[src/rtl/ysyx_23060136_bht_pkg.sv]
// ----------------------------------------------------------------------------
// ysyx_23060136_bht_pkg : shared BHT counter/update types and helpers
// Rev 1.0
// ----------------------------------------------------------------------------
`default_nettype none

package ysyx_23060136_bht_pkg;

   // The update index field is sized for the largest supported table
   localparam int BHT_MAX_ENTRIES = 64;
   localparam int BHT_IDX_W       = $clog2(BHT_MAX_ENTRIES);

   typedef logic [1:0] bht_cnt_t;

   localparam bht_cnt_t CNT_SNT = 2'b00;
   localparam bht_cnt_t CNT_WNT = 2'b01;
   localparam bht_cnt_t CNT_WT  = 2'b10;
   localparam bht_cnt_t CNT_ST  = 2'b11;

   typedef struct packed {
      logic [BHT_IDX_W-1:0] idx;
      logic                 taken;
   } bht_upd_t;

   typedef enum logic [0:0] {
      INIT = 1'b0,
      RUN  = 1'b1
   } bht_state_e;

   function automatic bht_cnt_t sat_inc(input bht_cnt_t c);
      return (c == CNT_ST) ? c : c + 2'b01;
   endfunction

   function automatic bht_cnt_t sat_dec(input bht_cnt_t c);
      return (c == CNT_SNT) ? c : c - 2'b01;
   endfunction

endpackage

`default_nettype wire

[src/rtl/ysyx_23060136_bht_upd_fifo.sv]
// ----------------------------------------------------------------------------
// ysyx_23060136_bht_upd_fifo : synchronous FIFO of pending BHT updates
// Rev 1.0
// ----------------------------------------------------------------------------
`default_nettype none

module ysyx_23060136_bht_upd_fifo
   import ysyx_23060136_bht_pkg::*;
#(
   parameter int DEPTH = 4
) (
   input  logic                     clk,
   input  logic                     rst,
   input  logic                     push_i,
   input  logic                     pop_i,
   input  bht_upd_t                 data_i,
   output bht_upd_t                 data_o,
   output logic                     full_o,
   output logic                     empty_o,
   output logic [$clog2(DEPTH):0]   level_o
);

   localparam int AW = $clog2(DEPTH);

   bht_upd_t       mem_q [DEPTH];
   logic [AW:0]    wr_q;
   logic [AW:0]    rd_q;
   logic           w_push_ok;

   // A push into a full FIFO still fits when the head leaves this cycle
   assign w_push_ok = push_i && (!full_o || pop_i);

   assign empty_o = (wr_q == rd_q);
   assign full_o  = (wr_q[AW] != rd_q[AW]) && (wr_q[AW-1:0] == rd_q[AW-1:0]);
   assign level_o = wr_q - rd_q;
   assign data_o  = mem_q[rd_q[AW-1:0]];

   always_ff @(posedge clk) begin
      if (rst) begin
         wr_q <= '0;
         rd_q <= '0;
      end else begin
         if (w_push_ok) begin
            mem_q[wr_q[AW-1:0]] <= data_i;
            wr_q                <= wr_q + 1'b1;
         end
         if (pop_i && !empty_o) begin
            rd_q <= rd_q + 1'b1;
         end
      end
   end

endmodule

`default_nettype wire

[src/rtl/ysyx_23060136_bht_ctrl.sv]
// ----------------------------------------------------------------------------
// ysyx_23060136_bht_ctrl : 2-bit BHT with lookup bypass and queued RMW updates
// Rev 1.0
// ----------------------------------------------------------------------------
`default_nettype none

module ysyx_23060136_bht_ctrl
   import ysyx_23060136_bht_pkg::*;
#(
   parameter int       BITS_W    = 32,
   parameter int       ENTRIES   = 64,
   parameter int       UPD_DEPTH = 4,
   parameter bht_cnt_t INIT_CNT  = CNT_WNT
) (
   input  logic                         clk,
   input  logic                         rst,
   input  logic [BITS_W-1:0]            ifu_pc,
   output logic                         ifu_pre_take,
   input  logic [BITS_W-1:0]            exu_pc,
   input  logic                         exu_pre_take,
   input  logic                         exu_pre_true,
   input  logic                         exu_pre_false,
   input  logic                         exu_stall,
   output logic                         init_busy,
   output logic                         upd_drop,
   output logic [$clog2(UPD_DEPTH):0]   q_level
);

   localparam int IDX_W = $clog2(ENTRIES);

   bht_state_e       state_q;
   logic [IDX_W-1:0] sweep_q;
   logic             drop_q;
   bht_cnt_t         bht_q [ENTRIES];

   logic             w_push;
   logic             w_pop;
   logic             w_full;
   logic             w_empty;
   bht_upd_t         w_push_data;
   bht_upd_t         w_head;
   logic [IDX_W-1:0] w_head_idx;
   logic [IDX_W-1:0] w_look_idx;
   logic [IDX_W-1:0] w_exu_idx;
   bht_cnt_t         w_new_cnt;
   logic             w_unused_pc;

   assign w_look_idx  = ifu_pc[IDX_W+1:2];
   assign w_exu_idx   = exu_pc[IDX_W+1:2];
   assign w_unused_pc = ^{ifu_pc[BITS_W-1:IDX_W+2], ifu_pc[1:0],
                          exu_pc[BITS_W-1:IDX_W+2], exu_pc[1:0]};

   assign w_push      = !exu_stall && (exu_pre_true || exu_pre_false);
   assign w_push_data = '{idx: BHT_IDX_W'(w_exu_idx), taken: exu_pre_take ^ exu_pre_false};
   assign w_pop       = (state_q == RUN) && !w_empty;
   assign w_head_idx  = w_head.idx[IDX_W-1:0];
   assign w_new_cnt   = w_head.taken ? sat_inc(bht_q[w_head_idx]) : sat_dec(bht_q[w_head_idx]);

   ysyx_23060136_bht_upd_fifo #(
      .DEPTH (UPD_DEPTH)
   ) u_upd_fifo (
      .clk     (clk),
      .rst     (rst),
      .push_i  (w_push),
      .pop_i   (w_pop),
      .data_i  (w_push_data),
      .data_o  (w_head),
      .full_o  (w_full),
      .empty_o (w_empty),
      .level_o (q_level)
   );

   always_ff @(posedge clk) begin
      if (rst) begin
         state_q <= INIT;
         sweep_q <= '0;
         drop_q  <= 1'b0;
      end else begin
         drop_q <= w_push && w_full && !w_pop;
         if (state_q == INIT) begin
            sweep_q <= sweep_q + 1'b1;
            if (sweep_q == IDX_W'(ENTRIES - 1)) begin
               state_q <= RUN;
            end
         end
      end
   end

   // Counters need no reset of their own: the sweep rewrites every entry
   always_ff @(posedge clk) begin
      if (!rst) begin
         if (state_q == INIT) begin
            bht_q[sweep_q] <= INIT_CNT;
         end else if (w_pop) begin
            bht_q[w_head_idx] <= w_new_cnt;
         end
      end
   end

   always_comb begin
      ifu_pre_take = 1'b0;
      if (state_q == RUN) begin
         if (w_pop && (w_head_idx == w_look_idx)) begin
            ifu_pre_take = w_new_cnt[1];
         end else begin
            ifu_pre_take = bht_q[w_look_idx][1];
         end
      end
   end

   assign init_busy = (state_q == INIT);
   assign upd_drop  = drop_q;

   always_ff @(posedge clk) begin
      if (!rst && !exu_stall) begin
         assert (!(exu_pre_true && exu_pre_false));
      end
   end

endmodule

`default_nettype wire

[config.mk]
export PLATFORM = sky130hd
export DESIGN_NAME = ysyx_23060136_bht_ctrl
export DESIGN_NICKNAME = d
export VERILOG_FILES = /design/src/rtl/ysyx_23060136_bht_pkg.sv /design/src/rtl/ysyx_23060136_bht_upd_fifo.sv /design/src/rtl/ysyx_23060136_bht_ctrl.sv
export SDC_FILE = /design/constraint.sdc
export NUM_CORES = 1
export LEC_CHECK = 0
export CORE_MARGIN = 5
export CORE_UTILIZATION = 57
export DETAILED_ROUTE_END_ITERATION = 6
export HOLD_SLACK_MARGIN = 0.15
export PLACE_DENSITY_LB_ADDON = 0.15
export SLEW_MARGIN = 10
export SYNTH_ARGS = -nofsm -noshare
export SYNTH_HDL_FRONTEND = slang
export SYNTH_HIERARCHICAL = 1
export SYNTH_SLANG_ARGS = --single-unit
[constraint.sdc]
create_clock -name clk -period 5.43 [get_ports clk]
set_input_delay 0.543 -clock clk [delete_from_list [all_inputs] [get_ports clk]]
set_output_delay 0.543 -clock clk [all_outputs]
set_load 0.03 [all_outputs]
[Yosys cells after proc, flatten, opt, wreduce, memory -nomap -nowiden]
Memory sizes are Yosys's and may differ from the RTL's. A register that Yosys moved wholly into a read port is not among the register bits.
Index checks and enable logic that the tools add are counted.
Storage, ports and cells
  register bits after elaboration: 14
  memory bits (writable): 156
  input bits: 70
  output and inout bits: 6
  word-level logic and storage cells: 59
  memories kept: 2
Memory list
  bht_q: depth 64, bits a word 2, read ports 2, clocked after memory_dff 0, write ports 1, RTL line ysyx_23060136_bht_ctrl.sv:34  | bht_cnt_t bht_q [ENTRIES];
  u_upd_fifo.mem_q: depth 4, bits a word 7, read ports 1, clocked after memory_dff 1, write ports 1, RTL line ysyx_23060136_bht_upd_fifo.sv:25  | bht_upd_t mem_q [DEPTH];
Operators by class
  $add $sub $neg: 6
  equality and inequality tests: 6
  muxes and demuxes: 22
  bitwise logic cells: 2
  reduce and logical (&&, ||, !) cells: 16
Operators with widths (count)
  1-bit two-way mux: 15
  2-bit two-way mux: 6
  1-bit logical AND: 8
  3-bit by 1-bit adder with 3-bit output, second input constant: 2
  6-bit by 1-bit adder with 6-bit output, second input constant: 1
  6-bit == test: 1
  6-bit == test, second input constant: 1
  6-bit two-way mux: 1
  1-bit logical NOT: 4
  3-bit == test: 1
  3-bit subtractor: 1
  2-bit by 1-bit adder with 2-bit output, second input constant: 1
  2-bit == test: 1
  2-bit == test, second input constant: 1
  2-bit logical NOT: 1
  1-bit logical OR: 2
  2-bit OR reduction: 1
  2-bit by 1-bit subtractor with 2-bit output, second input constant: 1
  1-bit != test: 1
  1-bit inverter: 1
  1-bit bitwise XOR: 1

[Longest topological paths before layout]
Gate-level depths: netlist of the first run.
  depth after elaboration: 9
  mapped depth: 11
  depth with buffers taken out: 10

[By module]
The synthesis of the first run kept the hierarchy.
By module, submodules not included
  ysyx_23060136_bht_ctrl: times used 1, cells an instance 438, area an instance 6536.3 um^2, seq. area each 4003.8 um^2
  ysyx_23060136_bht_upd_fifo: times used 1, cells an instance 93, area an instance 1532.7 um^2, seq. area each 1001.0 um^2

[Worst setup path before layout of the first run]
No wires, ideal clock.
  path type: register to register
  from: register with a tool-made name
  to: memory bht_q[0][1] (netlist bit), data pin
  library setup time: 0.499 ns
  arrival time: 4.151 ns
  data required time: 4.931 ns
  path slack: 0.780 ns
  stages on the path, launching flop included: 12
  buffers on the path: 4
  clock period less this slack: 4.650 ns
  cell sequence: dfxtp_1 buf_2 mux4_2 buf_6 clkbuf_8 buf_2 nand3_1 o22ai_1 o41ai_1 o31ai_2 maj3_1 nor2_1
RTL lines (RTL line)
  end: declaration: ysyx_23060136_bht_ctrl.sv:34

==> results of run 1 <==
[through the flow]
| stage | hold WS (ns) | total power, mW | instances |
|---|---|---|---|
| final | 0.564 | 2.77 | 753 |
| after global routing | 0.610 | 2.85 | 753 |
| after CTS | 0.567 | 2.78 | 752 |
| after detailed placement | 0.549 | 1.65 | 720 |
| after global placement | 0.542 | 1.65 | 720 |
| after floorplan | 0.510 | 1.59 | 531 |
[cell usage after synthesis (3+ instances only)]
master,n
a221oi_1,4
mux2_2,8
or3_1,3
xnor2_1,6
inv_1,13
nand2b_1,5
o22ai_1,10
a22o_1,6
nand3_1,9
nor3_1,3
buf_6,3
a21oi_1,5
and3_1,5
o21ai_0,4
edfxtp_1,156
buf_2,8
xor2_1,9
o21a_1,4
nand3b_1,5
nand2_1,28
dfxtp_1,16
or3b_2,3
o31ai_1,4
clkbuf_1,9
ha_1,8
mux2i_1,11
nor2b_1,10
mux4_1,5
mux4_2,48
nor2_1,88
[power by group through the flow]
stage,Clock (mW),Combinational (mW),Sequential [mW]
after CTS,1.15,0.176,1.45
after global placement,0,0.171,1.47
after detailed placement,0,0.175,1.47
final,1.14,0.179,1.45
after global routing,1.21,0.192,1.45
after floorplan,0,0.122,1.47
[registers in the layout, summed over array words and instances (netlist names), named ones only]
register / cells
bht_q: 128
u_upd_fifo/mem_q: 28
sweep_q: 6
u_upd_fifo/rd_q: 3
u_upd_fifo/wr_q: 3
state_q: 1
upd_drop: 1
[cell families after synthesis]
kind of cell	after synthesis	share of synthesized area [%]
buf+inv	39	2.45
mux	73	17.7
flops	172	62.0
xor+xnor	15	1.63
fa+ha+maj	11	1.74
simple gates	168	9.54
compound gates	53	4.93
[path summary, 6_finish.rpt]
path                       end  slack (ns)  cells past startpoint  startpoint
setup / recovery  ifu_pre_take        0.37                      8   flip-flop
hold / removal      sweep_q[4]        0.56                      2  sweep_q[4]
hold reg to reg     sweep_q[4]        0.56                      2  sweep_q[4]
setup reg to reg  bht_q[46][1]        1.31                      8   flip-flop
[worst max-delay path: stages (launching register included)]
cell,delay (ns)
dfxtp_2,0.53
mux4_2,0.82
mux4_2,0.56
o21bai_1,0.22
a21oi_1,0.12
o41ai_2,0.61
a211oi_1,0.15
or3_1,0.44
clkdlybuf4s50_1,0.61
[timing repair]
item / CTS / global route
setup endpoints to repair: 0 / 1
resized for setup: 0 / 1
hold endpoints to repair: 0 / 0
[per-layer routing]
layer | vias up | wire (µm)
met5 | - | 0
met4 | 0 | 442
met3 | 40 | 1550
met2 | 227 | 8760
met1 | 2450 | 7460
li1 | 2136 | -
[area by class of cell]
cell class / instances / area, µm² / share of cell area, %
multi-input combinational: 321 / 2900 / 31.9
timing repair buffer: 35 / 345 / 3.80
tap: 180 / 225 / 2.48
clock inverter: 13 / 119 / 1.31
clock buffer: 19 / 443 / 4.87
sequential: 172 / 5010 / 55.1
inverter: 13 / 48.8 / 0.537
==> impl_metrics.py, run 1 <==
metrics = {
    "global_routing": {
        "antenna_found_initial": 0,
        "grt_usage_pct": 22.7,
        "grt_max_degree": 45,
        "grt_pass1_wl_um": 27500,
        "grtUsageMet3_pct": 4.40,
        "grt_util_met2_pct": 35.1,
        "grt-busiest-layer": "met2",
        "grt_use_met1_pct": 32.5,
        "grt_pass1_vias": 4841,
        "grt_overflow": 0,
    },
    "logic_synthesis": {
        "yosys.area.top_type": "edfxtp_1",
        "synth_area_leaders": "edfxtp_1, mux4_2, nor2_1",
        "avgSynthCellArea_um2": 15.2,
        "ys_types": 57,
        "synth_top_cell_area_share_pct": 58.1,
        "yosys_warnings": 6,
        "async_reset_ff_share_pct": 0,
        "yosys_most_used_dff": "edfxtp_1",
        "synthCells": 531,
        "synth_area_um2": 8070,
        "yosysSeqAreaShare_pct": 62.0,
        "synth-edff-count": 156,
        "ys_seq_elements": 172,
        "synth_nets": 610,
    },
    "sta": {
        "skew_ns": 0.00678,
        "worst_slew_pin_slew_ns": 0.765,
        "period_needed_ns": 5.06,
        "rsz0062_at_grt": "no",
        "hold_viol": 0,
        "drv_slew": 0,
        "fmax_ghz": 0.198,
        "fin_crit_sh_pct": 93.1,
        "finalWorstSetupSlack_ns": 0.374,
        "slew_headroom_pct": 48.8,
        "tns_ns": 0,
        "setup_violations": 0,
    },
    "pwr": {
        "p_comb_share_pct": 6.5,
        "power.leakage_nw": 3.15,
        "netSwitchingFraction_pct": 22.0,
        "switching_power_mw": 0.610,
        "seqPwrFrac_pct": 52.3,
        "clockPowerShare_pct": 41.3,
        "ir_worst_vdd_uv": 198,
        "p_int_mw": 2.16,
        "power_density_nw_per_um2": 305,
    },
    "cells_and_area": {
        "fill_cells": 1020,
        "design_area_um2": 9090,
        "area_delta_synth_final_pct": 12.6,
        "fin_util_pct": 65.5,
        "drive_above_1_share_pct": 18.8,
        "nets": 639,
        "final_common_cell": "edfxtp_1",
        "num_antenna_cells": 0,
        "mostFrequentLayoutCells": "edfxtp_1, nor2_1, mux4_2, nand2_1, clkdlybuf4s50_1",
    },
    "clock_tree": {
        "cts_hold_buf": 0,
        "postCtsSetupBuffers": 0,
        "cts_tree": "yes",
        "clk_pin_slew_ns": 0.06,
        "cts_root_buf": "clkbuf_16",
        "h-tree-depth": 4,
        "clock-sinks": 172,
        "cts_buffers": 17,
        "clk_path_buf_depth": 2,
        "insertion_delay_ns": 0.43,
    },
    "route": {
        "avgViaCountPerCell": 6.44,
        "vias": 4853,
        "first_pass_iters": 5,
        "drc": 0,
        "routed_wl_um": 18200,
        "ant_nets": 0,
        "routedWlPerCell_um": 24.2,
        "drt_iter0_drc": 507,
    },
    "die": {
        "dieArea_um2": 16600,
        "initial_core_util_pct": 58.1,
        "die_x_um": 129,
        "num_rows": 43,
        "io_pins": 76,
        "die_h_um": 129,
        "core_um2": 13900,
    },
    "place": {
        "hpwl_um": 11900,
        "place_area_um2": 8500,
        "dp_slack_ns": 0.608,
        "numPortBuffers": 23,
        "gp_congestion": 0.877,
    },
    "hold_path": {
        "worstHoldPathType": "flip-flop to flip-flop",
    },
    "worst_setup_path": {
        "cp_max_fo": 13,
        "worstSetupPathType": "flip-flop to output port",
        "cp-start-kind": "flip-flop",
        "cp.required_ns": 4.89,
        "worstSetupEndpointType": "output port",
        "worst_ep_arrival_time_ns": 4.51,
    },
    "run_status": {
        "status": "completed",
    },
    "flow_run": {
        "drv_cap": 0,
    },
}
(Power assumes the default switching activity.)
==> run 2: changes to the inputs <==
--- a/config.mk
+++ b/config.mk
@@ -7,6 +7,7 @@
 export LEC_CHECK = 0
 export CORE_MARGIN = 5
 export CORE_UTILIZATION = 57
+export CTS_BUF_LIST = sky130_fd_sc_hd__clkbuf_8 sky130_fd_sc_hd__clkbuf_16
 export DETAILED_ROUTE_END_ITERATION = 6
 export HOLD_SLACK_MARGIN = 0.15
 export PLACE_DENSITY_LB_ADDON = 0.15
==> run 2 against run 1 <==
Total power about the same. Register-to-register slack hardly changed. Core utilization did not move. Non-clock buffer count unchanged. Setup slack gained 0.022 ns. Hold slack better by 0.0010 ns. Sequential share of layout area did not move. Critical endpoint unchanged. Highest routed layer unchanged.
==> impl_metrics.py, run 2 (synthesis gave the netlist of run 1 again) <==
metrics = {
    "run_status": {
        "status": "completed",
    },
    "worst_setup_path": {
        "cp.required_ns": 4.89,
        "cp_max_fo": 13,
        "cp-start-kind": "flip-flop",
        "worst_ep_arrival_time_ns": 4.49,
        "worstSetupPathType": "flip-flop to output port",
        "critPathMaxStageDelay_ns": 0.82,
        "cp_slowest_cell": "mux4_2",
        "worstSetupEndpointType": "output port",
        "cpMostUsedCell": "mux4_2",
        "cp_cell_sequence": "mux4_2 -> mux4_2 -> o21bai_1 -> a21oi_1 -> o41ai_2 -> a211oi_1 -> or3_1 -> clkdlybuf4s50_1",
    },
    "route": {
        "vias": 4858,
        "drt-met1-wl_um": 7510,
        "routed_wl_um": 18200,
        "drc": 0,
        "avgViaCountPerCell": 6.45,
        "ant_nets": 0,
        "topRoutingLayerUsed": "met4",
        "dr_wl_met2_um": 8710,
        "wl_met3_um": 1510,
        "first_pass_iters": 5,
        "drt_iter0_drc": 507,
        "routedWlPerCell_um": 24.2,
    },
    "die": {
        "io_pins": 76,
        "initial_core_util_pct": 58.1,
        "die_h_um": 129,
        "die_x_um": 129,
        "dieArea_um2": 16600,
        "num_rows": 43,
        "core_um2": 13900,
    },
    "cells_and_area": {
        "mostFrequentLayoutCells": "edfxtp_1, nor2_1, mux4_2, nand2_1, clkdlybuf4s50_1",
        "fill_cells": 1020,
        "nets": 639,
        "stdcell_count": 753,
        "num_antenna_cells": 0,
        "area_delta_synth_final_pct": 12.6,
        "drive_above_1_share_pct": 18.8,
        "final_common_cell": "edfxtp_1",
        "largest_reg_flops": 128,
        "top_register": "bht_q",
    },
    "clock_tree": {
        "clk_pin_slew_ns": 0.06,
        "clk_path_buf_depth": 2,
        "cts_tree": "yes",
        "postCtsSetupBuffers": 0,
        "h-tree-depth": 4,
        "insertion_delay_ns": 0.43,
        "cts_root_buf": "clkbuf_16",
        "cts_hold_buf": 0,
        "cts_buffers": 17,
        "cts_resized": 0,
        "clock-sinks": 172,
    },
    "sta": {
        "skew_ns": 0.00675,
        "drv_slew": 0,
        "rsz0062_at_grt": "no",
        "finalWorstSetupSlack_ns": 0.396,
        "hold_viol": 0,
        "slew_headroom_pct": 48.7,
        "fin_crit_sh_pct": 92.7,
        "setup_violations": 0,
        "tns_ns": 0,
        "period_needed_ns": 5.03,
        "fmax_ghz": 0.199,
        "worst_slew_pin_slew_ns": 0.768,
    },
    "pwr": {
        "p_int_mw": 2.16,
        "total_power_mw": 2.77,
        "ir_worst_vdd_uv": 198,
        "power.leakage_nw": 3.16,
        "netSwitchingFraction_pct": 22.0,
        "seqPwrFrac_pct": 52.3,
        "p_comb_share_pct": 6.5,
        "clockPowerShare_pct": 41.2,
        "switching_power_mw": 0.610,
        "power_density_nw_per_um2": 304,
    },
    "place": {
        "numPortBuffers": 23,
        "hpwl_um": 11900,
        "gp_congestion": 0.877,
        "dp_cells": 720,
        "dp_slack_ns": 0.608,
    },
    "hold_path": {
        "min_from": "sweep_q[4]",
        "worstHoldPathType": "flip-flop to flip-flop",
    },
    "global_routing": {
        "antenna_found_initial": 0,
        "grt_overflow": 0,
        "grt_pass1_vias": 4841,
        "grt_max_degree": 45,
        "grt_usage_pct": 22.7,
        "grt_pass1_wl_um": 27500,
    },
    "flow_run": {
        "drv_cap": 0,
    },
}
==> run 2: cell count changes in the layout (fill, tap and decap cells not counted) <==
cell	before	now
inv_1	13	14
clkbuf_1	1	0
==> run 2: area by class of cell <==
type,instances,area [µm²],share of cell area (%)
multi-input combinational,321,2900,31.9
sequential,172,5010,55.1
inverter,13,48.8,0.537
clock buffer,18,439,4.83
timing repair buffer,35,345,3.80
tap,180,225,2.48
clock inverter,14,123,1.35
==> run 2: worst max-delay path: cells and delay by family, from the launching register on <==
kind / cells / cell delay (ns)
compound gates: 4 / 1.09
flops: 1 / 0.53
mux: 2 / 1.38
buf+inv: 1 / 0.61
simple gates: 1 / 0.44
==> run 2: metrics by stage <==
step	hold WS [ns]	cell area (µm²)	util, %
floorplan	0.510	8070	-
global placement	0.542	8500	61.2
detailed placement	0.549	8500	61.2
CTS	0.567	9060	65.3
global route	0.610	9090	65.5
finish	0.565	9090	65.5
==> run 2: metal layers <==
layer / global-route usage [%] / up-vias
li1: - / 2135
met1: 32.5 / 2460
met2: 35.1 / 223
met3: 4.40 / 40
met4: 8.09 / 0
met5: 0 / -
==> run 2: worst paths after layout <==
| check | slack (ns) | cells past startpoint | endpoint |
|---|---|---|---|
| setup reg to reg | 1.32 | 8 | bht_q[46][1] |
| hold / removal | 0.57 | 2 | sweep_q[4] |
| hold reg to reg | 0.57 | 2 | sweep_q[4] |
| setup / recovery | 0.40 | 8 | ifu_pre_take |
==> run 2: power groups by stage <==
stage	registers (mW)	clock network, mW	logic (mW)
after floorplan	1.47	0	0.122
after global placement	1.47	0	0.171
after detailed placement	1.47	0	0.175
after CTS	1.45	1.15	0.176
after global routing	1.45	1.21	0.192
final	1.45	1.14	0.179
==> variant: new RTL, flow settings as in run 2 <==
`UPD_DEPTH`: 4 -> 8.
--- a/src/rtl/ysyx_23060136_bht_ctrl.sv
+++ b/src/rtl/ysyx_23060136_bht_ctrl.sv
@@ -9,7 +9,7 @@
 #(
    parameter int       BITS_W    = 32,
    parameter int       ENTRIES   = 64,
-   parameter int       UPD_DEPTH = 4,
+   parameter int       UPD_DEPTH = 8,
    parameter bht_cnt_t INIT_CNT  = CNT_WNT
 ) (
    input  logic                         clk,
Interface: changed (resized q_level); port bits go from 76 to 77. The function was not compared with the original's and may differ.
==> variant against run 2 <==
- routed wire length is 8.2% higher
- power increased by 18%
- worst setup slack got worse by 0.15 ns
- sequential cell count rose by 31
- highest routed layer unchanged
- global-route usage down 0.87 points
- first-iteration DRC count decreased by 17%
- via count is 9.1% higher
- area after synthesis is 16% higher
- cell area up 15%
- clock power grew 20%
- worst hold slack better by 0.0079 ns
- largest cell class unchanged
- critical path type unchanged
- register-to-register slack lost 0.25 ns
==> variant: results (changes against run 2) <==
stage,metric,value,unit,change
status,status,finished clean,,unchanged
synthesis,synthTopCellsByCount,"edfxtp_1 (184), nor2_1 (98), mux4_2 (45), nand2_1 (30), dfxtp_1 (19)",,"was edfxtp_1 (156), nor2_1 (88), mux4_2 (48), nand2_1 (28), dfxtp_1 (16)"
power,p_switching,687.2,uW,was 609.6 uW
cts,cts_htree_levels,1,,was 4
synthesis,yosysSeqAreaShare,0.6331,,was 0.6203
timing,fin_crit,5.188,ns,was 5.034 ns
drt,wl_met1,8052,um,was 7514 um
critical_path,worst_r2r_endpoint,bht_q[37][1]$_DFFE_PP_,,was bht_q[46][1]$_DFFE_PP_
global_routing,grt_pass1_vias,5545,,was 4841
timing,slew-limit-headroom,0.1902,,was 0.4867
cts,clockBufferDepth,3,,was 2
timing,hold_ws,0.5734,ns,was 0.5655 ns
timing,clock_skew,0.02461,ns,was 0.006754 ns
drt,num_vias,5299,,was 4858
drt,route.detailed.wl_per_inst,22.83,um,was 24.20 um
synthesis,syn_inst,594,,was 531
placed_design,dp_hpwl,13330,um,was 11930 um
drt,drt_iter0_markers,420,,was 507
placed_design,placed_area,0.009822,mm2,was 0.008498 mm2
min_path,hold_end,sweep_q[1]$_SDFFE_PP0N_,,was sweep_q[4]$_SDFFE_PP0N_
global_routing,grt_max_degree,41,,was 45
critical_path,cp_max_fo,26,,was 13
power,leakage,3.647,nW,was 3.155 nW
cts,cts_resized,1,,was 0
synthesis,synth-edff-count,184,,was 156
synthesis,synth_xor_area_frac,0.02052,,was 0.01628
global_routing,track_usage,0.2180,,was 0.2267
cts,cts_inserted_buffers,22,,was 17
critical_path,rr_worst_depth,11,,was 8
power,ir_drop,255.1,uV,was 197.6 uV
global_routing,grt_pass1_wl,30990,um,was 27480 um
-- variant: cell count changes in the layout (fill, tap and decap cells not counted), moves of 3 or more --
cell,run 2,this run
edfxtp_1,156,184
nor2_1,87,97
clkinv_4,3,0
clkbuf_16,17,22
dfxtp_1,15,18
xor2_1,9,12
inv_1,14,22
buf_4,10,18
and3_1,5,1
clkinvlp_4,4,0
mux4_2,48,45
mux2_2,8,11
mux4_1,6,15
clkinv_1,0,3
-- variant: cell type report --
class / count / area [um2]
clock inverters: 16 / 101.3
clock buffers: 23 / 564.3
inverters: 13 / 48.80
repair buffers: 43 / 395.4
flip-flops and latches: 203 / 5907
fillers: 1165 / 5450
multi-input cells: 350 / 3206
well taps: 216 / 270.3
-- variant: critical path: stages, from the launching register on --
cell and delay, ns:
dfxtp_2 0.49, buf_4 0.18, mux4_1 0.52, mux2_2 0.55, mux4_2 0.33, o22ai_1 0.12
o41ai_1 0.56, buf_4 0.21, o41ai_2 0.09, a211oi_1 0.24, or3_1 0.16, clkdlybuf4s50_1 0.67
